`src/rtl/tnnseq_pkg.sv`:
```
// Shared definitions for the sequential-classifier feeder.
// Holds the FSM encoding and default sizing.
package tnnseq_pkg;

  localparam int FEAT_CNT_DEF   = 128;
  localparam int HIDDEN_CNT_DEF = 40;
  localparam int FEAT_BITS_DEF  = 4;
  localparam int CLASS_CNT_DEF  = 6;

  typedef enum logic [1:0] {
    S_LOAD  = 2'd0,
    S_START = 2'd1,
    S_RUN   = 2'd2,
    S_HOLD  = 2'd3
  } state_t;

endpackage

```
`src/rtl/tnnseq_feeder.sv`:
```
// Collects one sample of features, runs the classifier for a fixed
// number of cycles and holds its prediction until consumed.
module tnnseq_feeder
  import tnnseq_pkg::*;
#(
  parameter int FEAT_CNT   = FEAT_CNT_DEF,
  parameter int HIDDEN_CNT = HIDDEN_CNT_DEF,
  parameter int FEAT_BITS  = FEAT_BITS_DEF,
  parameter int CLASS_CNT  = CLASS_CNT_DEF,
  localparam int PRED_BITS = $clog2(CLASS_CNT)
) (
  input  logic                    clk,
  input  logic                    rst,
  input  logic [FEAT_BITS-1:0]    feat_in,
  input  logic                    feat_valid,
  output logic                    feat_ready,
  input  logic                    clr,
  output logic [FEAT_BITS*FEAT_CNT-1:0] data,
  output logic                    tnn_rst,
  input  logic [PRED_BITS-1:0]    tnn_pred,
  output logic [PRED_BITS-1:0]    pred_out,
  output logic                    pred_valid,
  input  logic                    pred_ready,
  output logic                    busy
);

  localparam int IDX_W    = (FEAT_CNT > 1) ? $clog2(FEAT_CNT) : 1;
  localparam int RUN_LAST = FEAT_CNT + HIDDEN_CNT;
  localparam int CNT_W    = $clog2(RUN_LAST + 1);

  localparam logic [IDX_W-1:0] IDX_LAST = IDX_W'(FEAT_CNT - 1);
  localparam logic [CNT_W-1:0] CNT_LAST = CNT_W'(RUN_LAST);

  state_t           state;
  state_t           state_nxt;
  logic [IDX_W-1:0] idx;
  logic [CNT_W-1:0] cnt;
  logic             beat_acc;
  logic             run_done;
  logic             pred_acc;

  assign feat_ready = (state == S_LOAD);
  assign tnn_rst    = (state != S_RUN);
  assign busy       = (state != S_LOAD);

  assign beat_acc = feat_valid && feat_ready && !clr;
  assign run_done = (state == S_RUN) && (cnt == CNT_LAST);
  assign pred_acc = (state == S_HOLD) && pred_valid && pred_ready;

  // State register.
  always_ff @(posedge clk or posedge rst) begin
    if (rst) state <= S_LOAD;
    else     state <= state_nxt;
  end

  // Next-state logic; an abort always wins.
  always_comb begin
    state_nxt = state;
    if (clr) begin
      state_nxt = S_LOAD;
    end else begin
      unique case (state)
        S_LOAD:
          if (beat_acc && idx == IDX_LAST)
            state_nxt = S_START;
        S_START:
          state_nxt = S_RUN;
        S_RUN:
          if (run_done) state_nxt = S_HOLD;
        S_HOLD:
          if (pred_acc) state_nxt = S_LOAD;
      endcase
    end
  end

  // Feature index and sample buffer; data is only written in LOAD.
  always_ff @(posedge clk or posedge rst) begin
    if (rst) begin
      idx  <= '0;
      data <= '0;
    end else if (clr) begin
      idx <= '0;
    end else if (beat_acc) begin
      data[int'(idx)*FEAT_BITS +: FEAT_BITS] <= feat_in;
      if (idx == IDX_LAST) idx <= '0;
      else                 idx <= idx + IDX_W'(1);
    end
  end

  // Run counter, prediction capture and output handshake.
  always_ff @(posedge clk or posedge rst) begin
    if (rst) begin
      cnt        <= '0;
      pred_out   <= '0;
      pred_valid <= 1'b0;
    end else if (clr) begin
      cnt        <= '0;
      pred_valid <= 1'b0;
    end else if (run_done) begin
      cnt        <= '0;
      pred_out   <= tnn_pred;
      pred_valid <= 1'b1;
    end else if (state == S_RUN) begin
      cnt <= cnt + CNT_W'(1);
    end else if (pred_acc) begin
      pred_valid <= 1'b0;
    end
  end

endmodule

```
`config.mk`:
```
export PLATFORM = sky130hd
export DESIGN_NAME = tnnseq_feeder
export DESIGN_NICKNAME = d
export VERILOG_FILES = /design/src/rtl/tnnseq_pkg.sv /design/src/rtl/tnnseq_feeder.sv
export SDC_FILE = /design/constraint.sdc
export NUM_CORES = 1
export LEC_CHECK = 0
export CAP_MARGIN = 30
export CORE_ASPECT_RATIO = 0.75
export CORE_MARGIN = 5
export CORE_UTILIZATION = 50
export DETAILED_ROUTE_END_ITERATION = 8
export HOLD_SLACK_MARGIN = 0.12
export PLACE_DENSITY = 0.91
export SLEW_MARGIN = 30
export SYNTH_ARGS = -nofsm -noshare
export SYNTH_HDL_FRONTEND = slang
export SYNTH_SLANG_ARGS = --single-unit
export TNS_END_PERCENT = 50
```
`constraint.sdc`:
```
create_clock -name clk -period 26.9 [get_ports clk]
set_input_delay 6.725 -clock clk [delete_from_list [all_inputs] [get_ports clk]]
set_output_delay 6.725 -clock clk [all_outputs]
set_load 0.03 [all_outputs]
```
==> impl_results.md <==
- Outcome: completed
- Period utilization: 0.357
- Share of cells above drive strength 1: 0.298
- Distinct cells, synth: 63
- CTS tree: yes
- CTS root buffer: clkbuf_16
- Post_cts resized: 0
- Initial antenna violation count: 0
- Worst Max-Slew Pin Slew: 1.06 ns
- Hold WC Path Type: register to register
- Full die area: 0.0480 sq mm
- Setup TNS: 0 ns
- Starting DRT DRC Count: 1099
- DRC viols: 0
- Syn nets: 1576
- Max-Slew Margin vs Limit: 0.286
- Vias: 15731
- Top Family by Delay on Critical Path: simple AND/OR/NAND/NOR gates
- Peak VDD IR: 0.0565 mV
- Detailed Route WL: 75600 um
- Leak pwr: 13.7 nW
- Vias in the first global route: 16748
- Die H: 191 um
- Final critical-path required period: 9.59 ns
- Port buffer count: 530
- Power, Total: 0.00173 W
- Clk_lat worst skew: 0.58 ns
- Finished Layout Cells: 2700
- Pin count of the biggest net entering global routing: 140
- Critical path's slowest cell: clkdlybuf4s50_1
- Worst Hold Path Cells: 2
- Cell count along the critical path: 7
- Final setup viols: 0
- Worst setup SP type: input port
- Final estimated routing congestion in global placement: 0.946
- Dpl hpwl: 55100 um
- Routed Antenna Nets: 0
- CTS hold repair buffers: 0
- Maximum Capacitance Violations: 0
- RSZ-0062 raised after global routing: false
- Post-synthesis sequential element count: 533
- Clock transition at the registers of the reported paths: 0.06 ns
- CP required: 27.35 ns
- I/O pin count: 531
- Cts bufs inserted: 50
- Layout area overhead: 35.6%
- Number of setup buffers added after CTS: 0
- Grt total ovfl: 0
- Commonest non-fill, non-tap cells in the layout: dfrtp_1 (533), clkdlybuf4s50_1 (530), mux2_2 (483)
- Crit path kind: input port to register
- Post-synth ARST share: 1.00
- Clock skew: 0.0263 ns
- Post-layout util: 0.684
- Inserted Diodes: 0
- Synth warn: 0
- Die W: 251 um
- Most common cell after layout, fill and taps aside: dfrtp_1
- Num Clock Sinks: 533
- FF-to-FF path depth: 9
- First-pass GRT wire length: 112000 um
- Clock Path Buffers: 3
- Met2 Track Usage GR: 0.496
- Final Max Tran Viols: 0
- Htree depth: 2
- Drt via density: 5.83
- Max frequency: 104 MHz
- CP max stage delay: 0.69 ns
- Syn avg cell area: 14.0 sq um
- Final hold vios: 0
- GRT met3 Usage: 0.103
- Primary FF master, synth: dfrtp_1
- Initial Util: 0.505
- Critical-path maximum fanout: 27
- Post-synthesis sequential area ratio: 0.611
- Critical Path Sink Type: register
- Per-cell routed wire length: 28.0 um
- Row cnt: 66
- PD cells: 58.3 mW/mm^2
- GR Layer Usage met1: 0.400
- EDFF count, synth: 0
- Crit path cell chain: clkdlybuf4s50_1, nand4b_1, nor4_1, a31oi_4, buf_4, nor3_1, mux2_2
- Core area: 0.0433 sq mm
- Critical path arrival: 10.05 ns
- Layer with the highest usage: met2
- Crit path buffers/inverters: 2
- DRT Pass-1 Iters: 5
- Gate Count Post-Synth: 1556
- Cell Area, Synth: 0.0218 sq mm
- Placed Instances: 2606
- Nets: 2101
- GRT Total Usage: 0.309
==> tightest hold or removal path, cell delays in order, from the launching register on <==
cell     delay [ns]
dfrtp_1        0.34
nand2_1        0.05
o21ai_0        0.06
==> final timing paths <==
kind / start / to / slack, ns
min in group asynchronous: rst / data[472] / 6.63
max in group asynchronous: rst / data[208] / 18.31
worst min register to register: data[477] / data[477] / 0.49
worst max register to register: idx[0] / data[260] / 22.26
worst max-delay path: clr / data[132] / 17.31
worst min-delay path: data[477] / data[477] / 0.49
==> state kept, by name, summed over array words and instances, names as in the netlist <==
| register | flops |
|---|---|
| cnt | 8 |
| data | 512 |
| idx | 7 |
| pred_out | 3 |
| pred_valid | 1 |
| state | 2 |
==> layout make-up <==
class	count	area (sq um)
Fill cell	2919	13700
Sequential cell	533	13300
Multi-Input combinational cell	930	8290
Timing Repair Buffer	549	5490
Clock buffer	73	1490
Tap cell	578	723
Clock inverter	20	216
Inverter	17	76.3
==> report_power, final <==
part           switching, W  internal [W]
Combinational      0.000150     0.0000381
Clock              0.000311      0.000415
Sequential       0.00000581      0.000805
Total              0.000467       0.00126
==> cell usage after synthesis (all sizes together), types with 2 or more instances <==
master	instances	area, sq um
ha	8	100
nor4	12	124
o21ai	51	259
and4	5	43.8
or2	2	12.5
and2	14	87.6
nand4	15	93.8
a31oi	3	25.0
buf	24	138
o31ai	8	60.1
or3	7	48.8
nor3	33	268
dfrtp	533	13300
mux2i	4	40.0
nor3b	3	27.5
o22ai	3	18.8
o211a	2	20.0
o2111ai	2	17.5
o41ai	17	149
nand2	69	259
a21boi	3	22.5
nand4b	3	26.3
xnor2	8	70.1
o211ai	2	15.0
mux2	486	5470
nor2	97	364
a21oi	3	15.0
nand3	21	115
inv	17	63.8
nor2b	6	37.5
xor2	4	35.0
and3	7	43.8
clkbuf	52	195
nand2b	19	119
==> metrics by stage <==
stage               hold WS (ns)  worst slack (ns)  cell area [sq um]
global route               0.520             17.16              29600
finish                     0.491             17.31              29600
CTS                        0.493             17.42              29600
floorplan                  0.486              5.28              21800
detailed placement         0.480             16.79              27800
global placement           0.465             16.99              27800
==> per-layer routing <==
| layer | routed length (um) | share of wire | vias to the layer above |
|---|---|---|---|
| met5 | 0 | 0 | - |
| met4 | 2950 | 0.039 | 0 |
| met3 | 7270 | 0.096 | 169 |
| met2 | 35400 | 0.47 | 780 |
| met1 | 30000 | 0.40 | 8175 |
| li1 | - | - | 6607 |
==> kinds of logic after synthesis <==
group	Yosys count	synth area share
compound gates	100	0.0300
xor+xnor	12	0.00481
fa+ha+maj	8	0.00458
buf+inv	93	0.0182
flops	533	0.611
mux	490	0.252
simple gates	320	0.0796
Power figures use the tool's default switching activity.
